**config.mk**
```make
export PLATFORM = sky130hd
export DESIGN_NAME = fetch_stage_flat
export DESIGN_NICKNAME = d
export VERILOG_FILES = /design/src/rtl/fetch_if.sv /design/src/rtl/fetch_stage.sv /design/src/flat_wrapper.sv
export SDC_FILE = /design/constraint.sdc
export NUM_CORES = 1
export LEC_CHECK = 0
export CAP_MARGIN = 5
export CELL_PAD_IN_SITES_DETAIL_PLACEMENT = 1
export CELL_PAD_IN_SITES_GLOBAL_PLACEMENT = 2
export CORE_ASPECT_RATIO = 1.2
export CORE_MARGIN = 2
export CORE_UTILIZATION = 25
export DETAILED_ROUTE_END_ITERATION = 7
export PLACE_DENSITY_LB_ADDON = 0.25
export SLEW_MARGIN = 20
export SYNTH_ARGS = -nofsm -noshare
export SYNTH_HDL_FRONTEND = slang
export SYNTH_SLANG_ARGS = --single-unit
```
**constraint.sdc**
```tcl
create_clock -name Clk -period 3 [get_ports Clk]
set_clock_uncertainty 0.2 [all_clocks]
set_input_delay 0.45 -clock Clk [delete_from_list [all_inputs] [get_ports Clk]]
set_output_delay 0.45 -clock Clk [all_outputs]
set_load 0.01 [all_outputs]
```
**src/rtl/fetch_if.sv**
```systemverilog
// Instruction-fetch stage signal bundle: hazard/redirect controls, the
// InstructionMemory port and the IF/ID pipeline register outputs.
interface fetch_if;
    logic        Stall;
    logic        Flush;
    logic        BranchTaken;
    logic [31:0] BranchTarget;
    logic        Jump;
    logic [31:0] JumpTarget;
    logic [31:0] ImemInstruction;
    logic [31:0] ImemAddress;
    logic [31:0] IfIdInstruction;
    logic [31:0] IfIdPCPlus4;
    logic        IfIdValid;
    logic [31:0] FetchCount;

    modport master (
        output Stall, Flush, BranchTaken, BranchTarget, Jump, JumpTarget, ImemInstruction,
        input  ImemAddress, IfIdInstruction, IfIdPCPlus4, IfIdValid, FetchCount
    );

    modport slave (
        input  Stall, Flush, BranchTaken, BranchTarget, Jump, JumpTarget, ImemInstruction,
        output ImemAddress, IfIdInstruction, IfIdPCPlus4, IfIdValid, FetchCount
    );
endinterface

```
**src/rtl/fetch_stage.sv**
```systemverilog
// MIPS IF stage: PC register, next-PC select (jump > branch > stall > +4),
// IF/ID register with squash-on-redirect, and a delivered-instruction counter.
module fetch_stage #(
    parameter logic [31:0] RESET_PC = 32'h0000_0000
) (
    input  logic   Clk,
    input  logic   Rst,
    fetch_if.slave fif
);
    typedef enum logic {ST_RESET, ST_RUN} state_e;

    state_e      state_q, state_d;
    logic [31:0] pc_q, pc_d;
    logic [31:0] instr_q, instr_d;
    logic [31:0] pcp4_q, pcp4_d;
    logic        valid_q, valid_d;
    logic [31:0] count_q, count_d;

    logic [31:0] pc_plus4;
    logic        redirect, squash, load;
    logic        unused_tgt_bits;

    assign pc_plus4 = pc_q + 32'd4;
    assign redirect = fif.Jump | fif.BranchTaken;
    assign squash   = redirect | fif.Flush;
    assign load     = !squash && !fif.Stall;

    // Redirect targets are word-aligned by dropping the low two bits.
    assign unused_tgt_bits = ^{fif.JumpTarget[1:0], fif.BranchTarget[1:0]};

    always_comb begin
        state_d = state_q;
        case (state_q)
            ST_RESET: state_d = ST_RUN;
            ST_RUN:   state_d = ST_RUN;
            default:  state_d = ST_RESET;
        endcase
    end

    // Flush does not redirect: the PC still advances unless stalled.
    always_comb begin
        pc_d = pc_plus4;
        if (fif.Jump)             pc_d = {fif.JumpTarget[31:2], 2'b00};
        else if (fif.BranchTaken) pc_d = {fif.BranchTarget[31:2], 2'b00};
        else if (fif.Stall)       pc_d = pc_q;
    end

    always_comb begin
        instr_d = instr_q;
        pcp4_d  = pcp4_q;
        valid_d = valid_q;
        count_d = count_q;
        if (squash) begin
            instr_d = 32'h0;
            pcp4_d  = 32'h0;
            valid_d = 1'b0;
        end else if (load) begin
            instr_d = fif.ImemInstruction;
            pcp4_d  = pc_plus4;
            valid_d = 1'b1;
            count_d = count_q + 32'd1;
        end
    end

    always_ff @(posedge Clk) begin
        if (Rst) begin
            state_q <= ST_RESET;
            pc_q    <= RESET_PC;
            instr_q <= 32'h0;
            pcp4_q  <= 32'h0;
            valid_q <= 1'b0;
            count_q <= 32'h0;
        end else begin
            state_q <= state_d;
            pc_q    <= pc_d;
            instr_q <= instr_d;
            pcp4_q  <= pcp4_d;
            valid_q <= valid_d;
            count_q <= count_d;
        end
    end

    assign fif.ImemAddress     = pc_q;
    assign fif.IfIdInstruction = instr_q;
    assign fif.IfIdPCPlus4     = pcp4_q;
    assign fif.IfIdValid       = valid_q && (state_q == ST_RUN);
    assign fif.FetchCount      = count_q;
endmodule

```
**src/flat_wrapper.sv**
```systemverilog
// flat-port wrapper written by rule: the top's interface ports become plain ports
module fetch_stage_flat 
#(
    parameter logic [31:0] RESET_PC = 32'h0000_0000
)
  (Clk, Rst, fif_Stall, fif_Flush, fif_BranchTaken, fif_BranchTarget, fif_Jump, fif_JumpTarget, fif_ImemInstruction, fif_ImemAddress, fif_IfIdInstruction, fif_IfIdPCPlus4, fif_IfIdValid, fif_FetchCount);
  fetch_if fif_i ();
  input  logic Clk;
  input  logic Rst;
  input wire logic [$bits(fif_i.Stall)-1:0] fif_Stall;
  input wire logic [$bits(fif_i.Flush)-1:0] fif_Flush;
  input wire logic [$bits(fif_i.BranchTaken)-1:0] fif_BranchTaken;
  input wire logic [$bits(fif_i.BranchTarget)-1:0] fif_BranchTarget;
  input wire logic [$bits(fif_i.Jump)-1:0] fif_Jump;
  input wire logic [$bits(fif_i.JumpTarget)-1:0] fif_JumpTarget;
  input wire logic [$bits(fif_i.ImemInstruction)-1:0] fif_ImemInstruction;
  output wire logic [$bits(fif_i.ImemAddress)-1:0] fif_ImemAddress;
  output wire logic [$bits(fif_i.IfIdInstruction)-1:0] fif_IfIdInstruction;
  output wire logic [$bits(fif_i.IfIdPCPlus4)-1:0] fif_IfIdPCPlus4;
  output wire logic [$bits(fif_i.IfIdValid)-1:0] fif_IfIdValid;
  output wire logic [$bits(fif_i.FetchCount)-1:0] fif_FetchCount;
  assign fif_i.Stall = fif_Stall;
  assign fif_i.Flush = fif_Flush;
  assign fif_i.BranchTaken = fif_BranchTaken;
  assign fif_i.BranchTarget = fif_BranchTarget;
  assign fif_i.Jump = fif_Jump;
  assign fif_i.JumpTarget = fif_JumpTarget;
  assign fif_i.ImemInstruction = fif_ImemInstruction;
  assign fif_ImemAddress = fif_i.ImemAddress;
  assign fif_IfIdInstruction = fif_i.IfIdInstruction;
  assign fif_IfIdPCPlus4 = fif_i.IfIdPCPlus4;
  assign fif_IfIdValid = fif_i.IfIdValid;
  assign fif_FetchCount = fif_i.FetchCount;
  fetch_stage #(.RESET_PC(RESET_PC)) u_core (.Clk(Clk), .Rst(Rst), .fif(fif_i));
endmodule
```
; Word level (Yosys, flattened, before mapping)
; Index checks and enable logic that the tools add are counted.
[totals]
regBits = 130
output_inout_bits = 129
[classes]
addsub = 2
eq_ne = 1
muxes = 4
bitwise_logic = 3
n_reduce_logical = 7
[op_table]
columns = cell, n
row1 = 32-bit two-way mux, 3
row2 = "32-bit by 1-bit adder with 32-bit output, second input constant", 1
row3 = "32-bit by 3-bit adder with 32-bit output, second input constant", 1
row4 = "3-bit by 1-bit != test with 1-bit output, second input constant", 1
row5 = 3-bit OR reduction, 1
row6 = 1-bit logical AND, 2
row7 = 1-bit logical NOT, 2
row8 = 1-bit OR, 2
row9 = 2-bit AND reduction, 1
row10 = 2-bit OR reduction, 1
row11 = 1-bit two-way mux, 1
row12 = 1-bit inverter, 1

; Logic depth before layout (Yosys ltp)
[logic_depth]
word_depth = 5
depth_mapped = 7

; Worst setup path after synthesis
; OpenSTA, ideal clock, no wires.
[synth_timing]
path_type = register -> register
from = register u_core.pc_q[2] (netlist: u_core.fif.ImemAddress[2])
to = register u_core.pc_q[24] (netlist: u_core.fif.ImemAddress[24])
setup_ps = 120
arrival_time_ps = 1941
required_time_ps = 2680
slack_ps = 739
path_stages_with_launch = 7
n_path_buf = 0
period_less_slack_ps = 2261
path_cell_list = dfxtp_1 > ha_1 > nand3_1 > or2_2 > nor4_4 > o22ai_1 > a211o_1
[synth_via]
elab_chain_len = 4
[synth_lines]
columns = element, line_no
row1 = start: declaration, fetch_stage.sv:13  ; logic [31:0] pc_q, pc_d;
row2 = start signal: assignment, fetch_stage.sv:75  ; pc_q <= pc_d;
row3 = 32-bit by 3-bit adder with 32-bit output, fetch_stage.sv:23  ; assign pc_plus4 = pc_q + 32'd4;
row4 = 32-bit two-way mux, fetch_stage.sv:45  ; else if (fif.Stall) pc_d = pc_q;
row5 = 32-bit two-way mux, fetch_stage.sv:44  ; else if (fif.BranchTaken) pc_d = {fif.BranchTarget[31:2], 2'b00};
row6 = 32-bit two-way mux, fetch_stage.sv:43  ; if (fif.Jump) pc_d = {fif.JumpTarget[31:2], 2'b00};
; Every way passes these cells. The select of a mux whose other input is x is not followed.
; A chain may end at the register's enable or synchronous reset.

; Worst setup path after layout
[layout_timing]
from = register u_core.count_q[10] (netlist: u_core.fif.FetchCount[10])
to = register u_core.count_q[27] (netlist: u_core.fif.FetchCount[27])
[layout_via]
elab_chain_len = 1
[layout_lines]
columns = element, line_no
row1 = start: declaration, fetch_stage.sv:17  ; logic [31:0] count_q, count_d;
row2 = start signal: assignment, fetch_stage.sv:79  ; count_q <= count_d;
row3 = 32-bit by 1-bit adder with 32-bit output, fetch_stage.sv:61  ; count_d = count_q + 32'd1;
; Every way passes these cells.

==> results.yml <==
worst_setup_path:
  r2r_cells: 5
  r2r-start: "u_core.fif.FetchCount[10]$_SDFFE_PP0P_"
  cp.arrival_ns: 2.51
  cp_cell_sequence: "nand4_2 > or4_1 > nor4_2 > xnor2_1 > nor2_1"
  cp_slowest_stage_delay_ns: 0.85
  worstSetupEndpointType: "flop"
  reg2reg_to: "u_core.fif.FetchCount[27]$_SDFFE_PP0P_"
  rrSetupSlack_ns: 0.59
  start_kind: "flop"
  crit_type: "flop to flop"
  worst_path_max_delay_cell: "or4_1"
  required_ns: 3.10
  path_max_fanout: 14
clocking:
  clk_pin_slew_ns: 0.07
  cts-htree-levels: 4
  postCtsSetupBuffers: 0
  cts_buffers: 17
  cts_tree: "done"
  clk_root_buffer_cell: "clkbuf_16"
  clock-sinks: 126
  clk_latency_ns: 0.42
  cts-resized-gates: 0
  clockBufferDepth: 2
  cts_hold_buf: 0
run:
  maxCapViolCount: 0
route:
  drtAntennaViolNets: 0
  vias_per_cell: 4.85
  drt_wl_total_mm: 24.0
  dr.pass1.iters: 4
  wl_per_cell_um: 18.9
  vias: 6174
  drt_iter0_drc: 258
  drc: 0
floorplan:
  die_area_um2: 26100
  die_w_um: 148
  fp-row-count: 63
  initial_core_util_pct: 25.3
  core_area_um2: 24600
  die_y_um: 177
  ioPinCount: 231
grt:
  grt_usage_pct: 18.3
  globalRouteOverflowTotal: 0
  antenna_found_initial: 4
  grt_max_degree: 60
  first_global_vias: 6436
  grt_pass1_wl_mm: 37.4
timing:
  maxSlewHeadroom_pct: 53.9
  setup_ws_ns: 0.592
  clock.fmax_mhz: 415
  holdWs_ns: 0.191
  post-route-period-util_pct: 80.3
  period_needed_ns: 2.41
  tightest_slew_ns: 0.692
  slew_viol_final: 0
  finalSetupViolCount: 0
  tns_ns: 0
  grt_setup_unrepaired: "false"
  hold_viol_final: 0
cells_and_area:
  fillers: 2857
  layout_commonest_cell: "clkdlybuf4s50_1"
  area_growth_pct: 51.4
  final_cell_mix: "clkdlybuf4s50_1, dfxtp_1, nor2_1"
  stdcell_count: 1273
  final_util_pct: 38.3
  final_layout_size_suffix_gt1_share_pct: 10.5
  stdcell_area_um2: 9410
  final_nets: 1036
min_path:
  hold_class: "input pin to flop"
  min_path_cells: 2
  min-delay-start: "fif_Stall"
  hold_end: "u_core.fif.IfIdPCPlus4[23]$_SDFFE_PP0P_"
logic_synthesis:
  ys_warn_count: 0
  ys.flop_type: "dfxtp_1"
  synth_cell_type_count: 64
  synth-edff-count: 0
  syn_inst: 711
  async_reset_ff_share_pct: 0
  syn_area_um2: 6210
  synth_seq_cells: 126
  ys_seq_area_share_pct: 40.6
  synth_area_per_cell_um2: 8.74
power_and_ir_drop:
  power_density_nw_per_um2: 462
  power_mw: 4.35
  p_leak_nw: 3.20
  ir_drop_mv: 0.344
placement:
  dp_hpwl_mm: 17.3
  dpl_worst_slack_ns: 0.175
  placedInstanceArea_um2: 8830
  dp_cells: 1238
  port_buffers: 222
  globalplace.congestion: 0.825
status:
  outcome: "finished clean"
final cells by class:
type	count	area (um^2)	area share (%)
clock buffer	19	443	4.71
multi-input combinational	485	3240	34.5
inverter	46	173	1.83
timing repair buffer	256	2490	26.4
sequential	126	2520	26.8
tap	325	407	4.32
antenna	3	7.51	0.0798
clock inverter	13	128	1.36
cells in the mapped netlist, types with 4 or more instances:
cell / instances / area [um^2]
nor2b_1: 4 / 25.0
a221oi_2: 4 / 60.1
o22ai_1: 40 / 250
buf_6: 6 / 67.6
nor2_1: 91 / 342
clkbuf_1: 35 / 131
nand3_1: 23 / 115
or3_1: 6 / 37.5
nand4b_1: 4 / 35.0
xor2_1: 22 / 193
buf_4: 5 / 37.5
buf_2: 8 / 40.0
xnor2_1: 36 / 315
a211oi_1: 10 / 75.1
and2_1: 5 / 31.3
nand4_1: 13 / 81.3
and4_1: 6 / 52.6
a22oi_1: 7 / 52.6
a21oi_1: 23 / 115
o21ai_0: 12 / 60.1
nand2_1: 35 / 131
a221oi_1: 29 / 254
a222oi_1: 4 / 40.0
nor4_1: 4 / 25.0
mux2i_1: 8 / 80.1
and3_1: 8 / 50.1
nor3_1: 22 / 110
nor4_4: 6 / 128
dfxtp_1: 126 / 2520
inv_1: 45 / 169
nor4_2: 6 / 75.1
registers in the layout, indices dropped and copies added, names as in the netlist:
name	flops
u_core.state_q	1
u_core.valid_q	1
u_core.fif.IfIdInstruction	32
u_core.fif.ImemAddress	30
u_core.fif.IfIdPCPlus4	30
u_core.fif.FetchCount	32
how the worst max path moves through the flow:
stage | from | to | slack, ns | cells after the start
global placement | fif_BranchTaken | u_core.fif.FetchCount[18]$_SDFFE_PP0P_ | 0.17 | 7
finish | u_core.fif.FetchCount[10]$_SDFFE_PP0P_ | u_core.fif.FetchCount[27]$_SDFFE_PP0P_ | 0.59 | 5
CTS | u_core.fif.FetchCount[10]$_SDFFE_PP0P_ | u_core.fif.FetchCount[27]$_SDFFE_PP0P_ | 0.55 | 5
floorplan | u_core.fif.ImemAddress[2]$_SDFFE_PP0P_ | u_core.fif.ImemAddress[24]$_SDFFE_PP0P_ | 0.74 | 6
global route | u_core.fif.FetchCount[11]$_SDFFE_PP0P_ | u_core.fif.FetchCount[27]$_SDFFE_PP0P_ | 0.40 | 5
detailed placement | fif_BranchTaken | u_core.fif.FetchCount[18]$_SDFFE_PP0P_ | 0.17 | 7
per-layer routing:
metal | vias to the layer above | wire [um] | track usage (%)
li1 | 3009 | - | -
met1 | 2985 | 10200 | 21.8
met2 | 158 | 12100 | 32.6
met3 | 18 | 1360 | 5.21
met4 | 4 | 315 | 4.40
met5 | - | 20 | 0
power by group:
part           total (mW)  switching (mW)  leakage [nW]  internal, mW
Sequential           1.77          0.0522          1.02          1.71
Combinational       0.535           0.256          1.91         0.279
Clock                2.05           0.866         0.272          1.18
Total                4.35            1.17          3.20          3.17
critical path: cells and delay by family, from the launching register on:
| family | cells | cell delay [ns] |
|---|---|---|
| XOR/XNOR | 1 | 0.16 |
| AND/OR/NAND/NOR | 4 | 1.49 |
| flip-flops | 1 | 0.45 |
logic make-up after synthesis:
group	count (synthesis)	synth area share, %
flip-flops	126	40.6
multiplexers	9	1.47
buffers and inverters	103	7.41
adder cells (fa/ha/maj)	2	0.403
other	1	0.0604
AO/OA/AOI/OAI	157	18.4
AND/OR/NAND/NOR	255	23.5
XOR/XNOR	58	8.18
Note: power is estimated with default switching activity, not from simulation.
